### config.mk
export PLATFORM = sky130hd
export DESIGN_NAME = writeback_stage
export DESIGN_NICKNAME = d
export VERILOG_FILES = /design/src/rtl/writeback_stage.sv
export SDC_FILE = /design/constraint.sdc
export NUM_CORES = 1
export LEC_CHECK = 0
export BUFFER_PORTS_ARGS = -buffer_cell sky130_fd_sc_hd__buf_2
export CAP_MARGIN = 20
export CORE_MARGIN = 2
export CORE_UTILIZATION = 58
export DETAILED_ROUTE_END_ITERATION = 7
export GPL_ROUTABILITY_DRIVEN = 0
export PLACE_DENSITY = 0.86
export SLEW_MARGIN = 25
export SYNTH_ARGS = -nofsm -noshare
export SYNTH_HDL_FRONTEND = slang
export SYNTH_SLANG_ARGS = --single-unit
### constraint.sdc
create_clock -name i_clk -period 5.35 [get_ports i_clk]
set_input_delay 0.535 -clock i_clk [delete_from_list [all_inputs] [get_ports i_clk]]
set_output_delay 0.535 -clock i_clk [all_outputs]
set_load 0.005 [all_outputs]
### src/rtl/writeback_stage.sv
// RAPID writeback stage: 2-entry skid buffer, load formatting/fault detection, register-file write port.
// Define RAPID_WB_RETIRE_CNT_EN to build the 64-bit retired-instruction counter; otherwise o_retired is 0.
module writeback_stage #(
  parameter int XLEN   = 32,
  parameter int REG_AW = 5
) (
  input  logic              i_clk,
  input  logic              i_reset_n,
  input  logic              i_valid,
  output logic              o_ready,
  input  logic [REG_AW-1:0] i_rd,
  input  logic              i_reg_write,
  input  logic              i_is_load,
  input  logic [2:0]        i_funct3,
  input  logic [1:0]        i_addr_lo,
  input  logic [XLEN-1:0]   i_result,
  input  logic [XLEN-1:0]   i_load_data,
  input  logic              i_hold,
  output logic              o_rf_we,
  output logic [REG_AW-1:0] o_rf_waddr,
  output logic [XLEN-1:0]   o_rf_wdata,
  output logic              o_fwd_valid,
  output logic [REG_AW-1:0] o_fwd_rd,
  output logic [XLEN-1:0]   o_fwd_data,
  output logic              o_load_fault,
  output logic [63:0]       o_retired
);

  typedef struct packed {
    logic [REG_AW-1:0] rd;
    logic              reg_write;
    logic              is_load;
    logic [2:0]        funct3;
    logic [1:0]        addr_lo;
    logic [XLEN-1:0]   result;
    logic [XLEN-1:0]   load_data;
  } entry_t;

  entry_t            ent_q [2];
  entry_t            ent_d [2];
  logic [1:0]        count_q, count_d;
  logic              ready_q, ready_d;
  logic              rf_we_q, rf_we_d;
  logic [REG_AW-1:0] rf_waddr_q, rf_waddr_d;
  logic [XLEN-1:0]   rf_wdata_q, rf_wdata_d;
  logic              load_fault_q, load_fault_d;

  entry_t          head;
  entry_t          in_ent;
  logic            push;
  logic            pop;
  logic            head_illegal;
  logic            head_misaligned;
  logic            head_fault;
  logic [7:0]      ld_byte;
  logic [15:0]     ld_half;
  logic [XLEN-1:0] head_data;

  assign in_ent = '{rd: i_rd, reg_write: i_reg_write, is_load: i_is_load, funct3: i_funct3,
                    addr_lo: i_addr_lo, result: i_result, load_data: i_load_data};
  assign head = ent_q[0];
  assign push = i_valid && ready_q;
  assign pop  = (count_q != 2'd0) && !i_hold;

  always_comb begin
    case (head.addr_lo)
      2'd0:    ld_byte = head.load_data[7:0];
      2'd1:    ld_byte = head.load_data[15:8];
      2'd2:    ld_byte = head.load_data[23:16];
      default: ld_byte = head.load_data[31:24];
    endcase
    ld_half = head.addr_lo[1] ? head.load_data[31:16] : head.load_data[15:0];

    head_illegal = head.is_load &&
                   ((head.funct3 == 3'b011) || (head.funct3 == 3'b110) || (head.funct3 == 3'b111));
    head_misaligned = head.is_load &&
                      ((((head.funct3 == 3'b001) || (head.funct3 == 3'b101)) && head.addr_lo[0]) ||
                       ((head.funct3 == 3'b010) && (head.addr_lo != 2'd0)));
    head_fault = head_illegal || head_misaligned;

    head_data = head.result;
    if (head.is_load) begin
      case (head.funct3)
        3'b000:  head_data = {{(XLEN-8){ld_byte[7]}}, ld_byte};
        3'b001:  head_data = {{(XLEN-16){ld_half[15]}}, ld_half};
        3'b100:  head_data = {{(XLEN-8){1'b0}}, ld_byte};
        3'b101:  head_data = {{(XLEN-16){1'b0}}, ld_half};
        default: head_data = head.load_data;
      endcase
    end
  end

  assign o_fwd_valid = (count_q != 2'd0) && head.reg_write && (head.rd != '0) && !head_fault;
  assign o_fwd_rd    = head.rd;
  assign o_fwd_data  = head_data;

  // Slot 0 is always the head; a pop shifts slot 1 down before any push lands.
  always_comb begin
    ent_d[0] = ent_q[0];
    ent_d[1] = ent_q[1];
    if (pop) begin
      ent_d[0] = ent_q[1];
    end
    if (push) begin
      if ((count_q == 2'd0) || ((count_q == 2'd1) && pop)) begin
        ent_d[0] = in_ent;
      end else begin
        ent_d[1] = in_ent;
      end
    end
    count_d = count_q + {1'b0, push} - {1'b0, pop};
    ready_d = (count_d != 2'd2);

    rf_we_d      = 1'b0;
    rf_waddr_d   = rf_waddr_q;
    rf_wdata_d   = rf_wdata_q;
    load_fault_d = 1'b0;
    if (pop) begin
      rf_we_d      = head.reg_write && (head.rd != '0) && !head_fault;
      rf_waddr_d   = head.rd;
      rf_wdata_d   = head_data;
      load_fault_d = head_fault;
    end
  end

  always_ff @(posedge i_clk) begin
    if (!i_reset_n) begin
      ent_q[0]     <= '0;
      ent_q[1]     <= '0;
      count_q      <= 2'd0;
      ready_q      <= 1'b0;
      rf_we_q      <= 1'b0;
      rf_waddr_q   <= '0;
      rf_wdata_q   <= '0;
      load_fault_q <= 1'b0;
    end else begin
      ent_q[0]     <= ent_d[0];
      ent_q[1]     <= ent_d[1];
      count_q      <= count_d;
      ready_q      <= ready_d;
      rf_we_q      <= rf_we_d;
      rf_waddr_q   <= rf_waddr_d;
      rf_wdata_q   <= rf_wdata_d;
      load_fault_q <= load_fault_d;
    end
  end

  assign o_ready      = ready_q;
  assign o_rf_we      = rf_we_q;
  assign o_rf_waddr   = rf_waddr_q;
  assign o_rf_wdata   = rf_wdata_q;
  assign o_load_fault = load_fault_q;

`ifdef RAPID_WB_RETIRE_CNT_EN
  logic [63:0] retired_q, retired_d;

  always_comb begin
    retired_d = retired_q + (pop ? 64'd1 : 64'd0);
  end

  always_ff @(posedge i_clk) begin
    if (!i_reset_n) begin
      retired_q <= 64'd0;
    end else begin
      retired_q <= retired_d;
    end
  end

  assign o_retired = retired_q;
`else
  assign o_retired = 64'd0;
`endif

endmodule

* Yosys cells after proc, flatten, opt, wreduce, memory -nomap -nowiden
Memory sizes are Yosys's and may differ from the RTL's.
Cells that the tools add are included.
** Word-level totals
- Register bits :: 42
- Bits in writable memories :: 152
- Bits of input ports :: 80
- Output and inout port bits :: 142
- Logic and storage cells :: 61
- Memories kept :: 1
** Cells by class
- Add/sub/neg operators :: 2
- Eq/ne operators :: 11
- Multiplexer cells :: 12
- Bitwise gates (word level) :: 2
- Reduce and logical (&&, ||, !) cells :: 27
** Memories
- ent_q :: words 2, bits a word 76, rd ports 2, clocked after memory_dff 0, write ports 2, RTL line 39 : entry_t ent_q [2];
** Operators by type and width (number)
- $mux 76 :: 5
- $mux 152 :: 1
- $pmux 32 s4 :: 1
- $mux 32 :: 1
- $pmux 8 s3 :: 1
- $mux 16 :: 1
- $eq 3x3->1 const B :: 4
- $logic_and 1x1->1 :: 12
- $eq 3x2->1 const B :: 2
- $logic_or 1x1->1 :: 6
- $reduce_bool 5->1 :: 1
- $eq 2x1->1 const B :: 2
- $logic_not 2->1 :: 2
- $reduce_bool 2->1 :: 2
- $eq 3x1->1 const B :: 1
- $logic_not 3->1 :: 1
- $add 2x1->2 :: 1
- $eq 2x2->1 const B :: 1
- $logic_not 1->1 :: 2
- $mux 1 :: 2
- $ne 2x2->1 const B :: 1
- $or 1x1->1 :: 2
- $reduce_and 2->1 :: 1
- $sub 2x1->2 :: 1

* Longest topological paths before layout
Gate-level depths: netlist (run 1).
An unclocked memory read counts as a cell.
- Word-level depth :: 9
- Depth in mapped cells :: 12
- Depth with buffers taken out :: 9

* Worst setup path after synthesis (run 1)
No wires, ideal clock.
- Path type :: input to register
- Start :: in i_hold
- End :: reg ready_q, in the netlist o_ready
- Setup time :: 128 ps
- Data arrival time :: 2204 ps
- Data required time :: 5222 ps
- Setup slack :: 3019 ps
- Cell stages on the path :: 12
- Path buffers :: 3
- Path through :: o21bai_1 -> buf_4 -> inv_2 -> buf_2 -> buf_1 -> ha_1 -> inv_1 -> ha_1 -> xor2_1 -> xnor2_1 -> nor2_1 -> nor2_1
** On the way
- Word-level cells in the longest chain between the ends :: 4
** Ends and longest elaborated chain
- start, declared :: RTL line 18 : input logic i_hold,
- $logic_not 1->1 :: RTL line 63 : assign pop = (count_q != 2'd0) && !i_hold;
- $logic_and 1x1->1 :: RTL line 63
- via pop :: RTL line 51 : logic pop;
- $sub 2x1->2 :: RTL line 111 : count_d = count_q + {1'b0, push} - {1'b0, pop};
- $ne 2x2->1 :: RTL line 112 : ready_d = (count_d != 2'd2);
- end signal, assigned :: RTL line 140 : ready_q <= ready_d;
- end, declared :: RTL line 42 : logic ready_q, ready_d;
The timed path passes the listed nets, and every way through them passes these cells.
A chain may end at the register's enable or synchronous reset.

==> metrics.txt, run 1 <==
status=finished clean; Post-Synth Simple-Gate Area=23.61%; initial core utilization=59.65%; Hold Path Class=input pin to flop; fmax=0.2939 GHz; Die H=129.5 um; Clock Latency Late Sink=0.44 ns; type of origin of the critical path=flop; Die X=129.5 um; Sink Count=194; io pins=222; row count=45; Synth Warn #=0; Synth async-reset ratio=0%; top cell type's share of synthesized area=42.51%; Clock Pin Slew Worst Setup and Hold Paths=0.07 ns; crit path kind=flop to output pin; Detail Route Antenna Nets=0; cells along the critical path=buf_4, clkinv_1, a31oi_2, a21oi_1, buf_2; final setup violation count=0; layout cells sized above 1=17.78%; VDD IR max=0.2887 mV; final net count=1,343; GRT Resource Usage Total=29.53%; clock skew=0.01138 ns; Slew @ Worst Pin=0.9196 ns; Req. time, crit path=4.82 ns; drt wl/cell=17.12 um; slowest CP cell=a31oi_2; CTS Hold Bufs=0; DR DRC count=0; top cells by count, synth=nand2_1 (346), dfxtp_1 (194), a21oi_1 (121); syn avg cell area=7.748 um^2; post-synthesis cell area=9135 um^2; Util after Layout=66.17%; Bufs and invs on worst path=3; complex-gate fraction of the synthesized area=20.85%; Top delay family on crit path=buffers and inverters; CTS Buf Count=17; most frequent cell after synthesis=nand2_1; synth unique cells=53; die area=16,770 um^2; slew margin rel.=38.50%; Post-Synth Adder-Cell Area=0.2739%; worst hold margin=0.3391 ns; Final min period=3.403 ns; Layout area overhead=10.93%; grt total ovfl=0; largest net degree at the start of global routing=104; n_diodes=0; flops & latches, synth=194; core box area=15,310 um^2; xor and xnor area share after synthesis=0.1918%; initial antenna violation count=0; power per cell area=451.5 nW/um^2; Max-Cap Viols=0; pre-CTS setup slack=2.290 ns; TNS Setup=0 ns; top cells by area, synth=dfxtp_1 (43%), nand2_1 (14%), a311oi_1 (7.3%), a21oi_1 (6.6%), buf_4 (5.8%); CP peak stage delay=0.79 ns; Seq/Total Area, Yosys=42.51%; Port Buf Inserts=157; CTS tree=built; post-cts gate resize count=0; number of synthesized flops with an enable pin=0; DR pass1 iterations=7; Post-Syn Instances=1,179; first-pass GRT wire length=39.07 mm; ys flop type=dfxtp_1; Via density=5.791; CTS max path bufs=2; HPWL after DPL=16.79 mm; crit share post-route=63.60%; Worst Path Arrival=2.87 ns; H-Tree Depth=4; largest family of logic cells by synthesized area=simple AND/OR/NAND/NOR gates; cell taking the most area after synthesis=dfxtp_1; final WL=25.37 mm; via count=8,583; number of global-route vias before repair=7,571; RSZ-0062 raised after global routing=no; CP Max Fanout=45; clk root buf=clkbuf_16; fin worst setup slack=1.947 ns; Slew Viols, Final=0; initial DRC count=1,028; final hold violations=0; Setup crit end kind=output pin; post-CTS setup buffers=0; P_leak=0.003835 uW; post-synthesis mux area share=2.000%
-- routing by layer --
metal  vias up  part of all wire [%]  global-route usage [%]
li1       4058                     -                       -
met4         0                   3.9                   13.85
met3        74                   8.2                   5.450
met5         -                     0                       0
met2       459                    47                   47.31
met1      3992                    41                   38.82
-- worst min-delay path, stage by stage --
cell,delay [ns]
buf_2,0.11
nand2_1,0.05
a21oi_1,0.05
-- cell families (layout without fill, tap and decap cells) --
logic type | Yosys count | in the layout
simple gates | 518 | 518
compound gates | 272 | 272
flops | 194 | 194
buf+inv | 173 | 202
mux | 17 | 17
fa+ha+maj | 2 | 2
xor+xnor | 2 | 2
other cells | 1 | 64
-- power breakdown --
part / total, uW / leakage [uW] / switching [uW] / internal (uW)
clock network: 1180 / 0.000256 / 540 / 643
logic: 1440 / 0.00200 / 911 / 526
registers: 1960 / 0.00158 / 248 / 1710
total: 4580 / 0.00384 / 1700 / 2880
-- cells in the final DEF (no fill, tap or decap), types with 3 or more instances in the layout --
master      synthesis  final
dfxtp_1           194    193
clkbuf_16           0     17
mux2i_1            16     16
clkinvlp_4          0      3
o31ai_1             7      7
buf_4              71     10
a211oi_1           24     24
nor4_2              6      6
o21ai_0             9      9
nand2b_1            7      7
nor2b_1            24     24
nand2_1           346    346
conb_1              1     64
a31oi_1             7      7
a311oi_1           76     76
a21oi_1           121    121
o221ai_1            8      8
buf_2              18    157
nand3_1            10      9
clkinv_2            0      4
nor2_1            109    108
a211oi_2            8      8
-- registers in the layout (all words and copies together), names as in the netlist --
name	flops
o_load_fault	1
ent_q	152
o_rf_wdata	32
o_ready	1
o_rf_we	1
o_rf_waddr	5
count_q	2
-- worst paths after layout --
| kind | depth (start not counted) | slack (ns) | from | to |
|---|---|---|---|---|
| min | 3 | 0.34 | i_result[8] | ent_q[0][116]$_SDFFE_PN0P_ |
| max | 5 | 1.95 | ent_q[0][69]$_SDFF_PN0_ | o_fwd_data[16] |
| max reg2reg | 6 | 2.65 | count_q[1]$_SDFF_PN0_ | ent_q[0][18]$_SDFF_PN0_ |
| min reg2reg | 2 | 0.45 | o_rf_waddr[1]$_SDFFE_PN0P_ | o_rf_waddr[1]$_SDFFE_PN0P_ |
-- final cells by class --
| type | instances | area, um^2 |
|---|---|---|
| Tap cell | 211 | 264.0 |
| Sequential cell | 194 | 3885 |
| Fill cell | 1370 | 5181 |
| Inverter | 5 | 21.27 |
| Clock inverter | 10 | 90.09 |
| Clock buffer | 19 | 442.9 |
| Timing Repair Buffer | 168 | 872.1 |
| Multi-Input combinational cell | 875 | 4558 |
-- metrics by stage --
step	cell area, um^2	std cells	power [uW]
2_1_floorplan	9371	1242	2942
3_3_place_gp	9595	1453	3338
3_5_place_dp	9595	1453	3379
4_1_cts	10130	1482	4558
5_1_grt	10130	1482	4815
6_report	10130	1482	4575
No activity file was read; power rests on OpenSTA's default activity.
==> run 2: changes to the inputs <==
ABC_AREA = 1   (was not set)
CORE_UTILIZATION = 54   (was 58)
PLACE_DENSITY = 0.8   (was 0.86)
clock period = 3.5 ns   (was 5.35 ns; I/O delays follow)
==> run 2 against run 1 <==
- synthesized area rose by 0.38%
- clock power increased by 82%
- sequential cell count is the same
- via count grew 1.1%
- core utilization decreased by 4.2 points
- clock skew down 0.0025 ns
- final cell count increased by 8.9%
- clock-buffer cell count up 2
- global-route usage shrank 2.4 points
- critical endpoint is now o_fwd_data[14]
- largest power group is now combinational cells
==> metrics.txt, run 2 <==
status=finished clean; Worst Setup SP=ent_q[0][65]$_SDFF_PN0_; final WL=24.92 mm (-1.8%); Final min period=2.959 ns; drt wl/cell=15.44 um (-9.8%); RR Endpoint=o_rf_wdata[14]$_SDFFE_PN0P_; Hold Path Sink=ent_q[0][117]$_SDFFE_PN0P_; Req. time, crit path=3.15 ns (-1.67 ns); reg2reg setup slack=1.28 ns (-1.37 ns); Clock Latency Late Sink=0.44 ns (about the same); crit share post-route=84.56%; row count=47 (+4.4%); GRT Resource Usage Total=27.12% (-2.4 points); cell taking the most area after synthesis=dfxtp_1; Synth async-reset ratio=0% (unchanged); Synth Warn #=0 (unchanged); initial antenna violation count=1 (+1); type of origin of the critical path=flop; worst reg2reg startpoint=ent_q[0][65]$_SDFF_PN0_; most frequent cell after synthesis=nand2_1; Worst Path Arrival=2.61 ns (-0.26 ns); ys flop type=dfxtp_1; DR DRC count=0 (unchanged); Port Buf Inserts=157 (unchanged); number of global-route vias before repair=7,675 (+1.4%); min-delay src=i_result[9]; commonest non-fill, non-tap cell in the layout=nand2_1; first-pass GRT wire length=38.83 mm (-0.62%); slew margin rel.=44.37% (+5.9 points); Reg with most FFs=ent_q; Seq/Total Area, Yosys=42.35% (-0.16 points); P_leak=0.004916 uW (+28%); Clock Pin Slew Worst Setup and Hold Paths=0.07 ns (about the same); largest net degree at the start of global routing=179 (+72%); final setup violation count=0 (unchanged); Hold Path Class=input pin to flop; top cell type's share of synthesized area=42.35% (-0.16 points); Hold Path Depth=3 (unchanged); CTS Hold Bufs=0 (unchanged); Post-Syn Instances=1,293 (+9.7%); post-synthesis cell area=9170 um^2 (+0.38%); die area=18,040 um^2 (+7.6%); HPWL after DPL=16.24 mm (-3.3%); initial DRC count=902 (-12%); CP Max Fanout=24 (-47%); final hold violations=0 (unchanged); DR pass1 iterations=6 (-1); core box area=16,580 um^2 (+8.3%); layout cells sized above 1=18.23% (+0.45 points); Util after Layout=62.01% (-4.2 points); via count=8,680 (+1.1%); Setup crit end kind=output pin; fillers=1,505 (+9.9%); synth unique cells=31 (-42%); final net count=1,462 (+8.9%); Via density=5.378 (-7.1%); fin worst setup slack=0.5405 ns (-1.407 ns); CTS tree=built; power per cell area=840.4 nW/um^2 (+86%); io pins=222 (unchanged); Detail Route Antenna Nets=0 (unchanged); Slew @ Worst Pin=0.8335 ns (-0.08603 ns); Die H=134.3 um (+3.7%); fmax=0.3379 GHz; Die X=134.3 um (+3.7%); flops & latches, synth=194 (unchanged); top cells by area, synth=dfxtp_1 (42%), o21ai_0 (11%), nand2_1 (9.9%), nor2_1 (8.2%), buf_4 (6.1%); H-Tree Depth=4 (unchanged); top cells by count, synth=nand2_1 (243), o21ai_0 (209), nor2_1 (200); number of synthesized flops with an enable pin=0 (unchanged); pre-CTS setup slack=1.052 ns (-1.238 ns); CTS max path bufs=2 (unchanged); Max-Cap Viols=0 (unchanged); post-CTS setup buffers=0 (unchanged); clk root buf=clkbuf_16; number of flip-flops under the largest register name=152 (unchanged); crit path kind=flop to output pin; commonest non-fill, non-tap cells in the layout=nand2_1 (243), o21ai_0 (209), nor2_1 (200), dfxtp_1 (194), buf_2 (156); syn avg cell area=7.092 um^2 (-8.5%); Sink Count=194 (unchanged); initial core utilization=55.30% (-4.4 points); worst r2r path cells=8 (+2); CTS Buf Count=17 (unchanged); Slew Viols, Final=0 (unchanged); TNS Setup=0 ns (unchanged); Layout area overhead=12.14%; VDD IR max=0.5252 mV (+82%); clock skew=0.008846 ns (-0.002537 ns); RSZ-0062 raised after global routing=no; post-cts gate resize count=0 (unchanged); grt total ovfl=0 (unchanged)
==> run 2: changes by cell type in the layout (fill, tap and decap cells not counted), sizes merged, moves of 33 or more <==
cell    previous run  this run
o21ai              9       217
nand2            346       244
nor2             109       204
a311oi            76         0
inv                4        70
a21oi            121        73
a31oi              8        54
nand3             10        52
a211oi            33         0
==> run 2: critical path, cell delays in order, from the launching register on <==
cell,delay [ns]
dfxtp_1,0.70
inv_2,0.21
nand3_1,0.18
nand3_2,0.53
nand2_1,0.24
nand2_1,0.10
nand2_1,0.06
buf_2,0.12
==> run 2: logic make-up after synthesis <==
| kind of cell | Yosys count | synth area share (%) |
|---|---|---|
| compound gates | 344 | 19.92 |
| buf+inv | 231 | 13.54 |
| xor+xnor | 2 | 0.1911 |
| flops | 194 | 42.35 |
| fa+ha+maj | 2 | 0.2728 |
| other cells | 1 | 0.04089 |
| simple gates | 519 | 23.69 |
==> run 2: final cells by class <==
type | count | area [um^2] | area share (%)
clock inverter | 11 | 172.7 | 1.679
multi-input combinational | 931 | 4299 | 41.81
clock buffer | 21 | 480.5 | 4.672
timing repair buffer | 169 | 915.9 | 8.906
tap | 220 | 275.3 | 2.677
inverter | 67 | 254.0 | 2.470
antenna | 1 | 2.502 | 0.02433
sequential | 194 | 3884 | 37.77
==> run 2: how the worst max path moves through the flow <==
stage / end / cells past startpoint / slack, ns
6_report: o_fwd_data[14] / 7 / 0.54
5_1_grt: o_fwd_data[30] / 7 / 0.35
4_1_cts: o_fwd_data[14] / 7 / 0.58
3_5_place_dp: o_fwd_data[14] / 7 / 1.05
3_3_place_gp: o_fwd_data[30] / 7 / 1.16
2_1_floorplan: count_q[1]$_SDFF_PN0_ / 12 / 1.60
==> run 2: per-stage QoR <==
stage               power (uW)  area, um^2  std cells  hold WS (ns)
floorplan                 5536        9407       1356        0.4511
global placement          6394        9608       1580        0.4567
detailed placement        6462        9608       1580        0.4684
CTS                       8618       10260       1612        0.1367
global route              9196       10280       1613        0.1491
finish                    8642       10280       1614        0.1478
==> run 2: power breakdown <==
part / switching [uW] / total, uW / internal [uW] / leakage, uW
logic: 2150 / 3300 / 1150 / 0.00301
registers: 389 / 3190 / 2800 / 0.00159
clock network: 873 / 2150 / 1280 / 0.000320
total: 3410 / 8640 / 5230 / 0.00492
==> run 2: metal layers <==
metal  up-vias  wire length, um  track usage (%)
li1       4248                -                -
met1      3956            10610            35.72
met2       404            11110            41.64
met3        70             2227            7.256
met4         2              955            12.40
met5         -               13                0
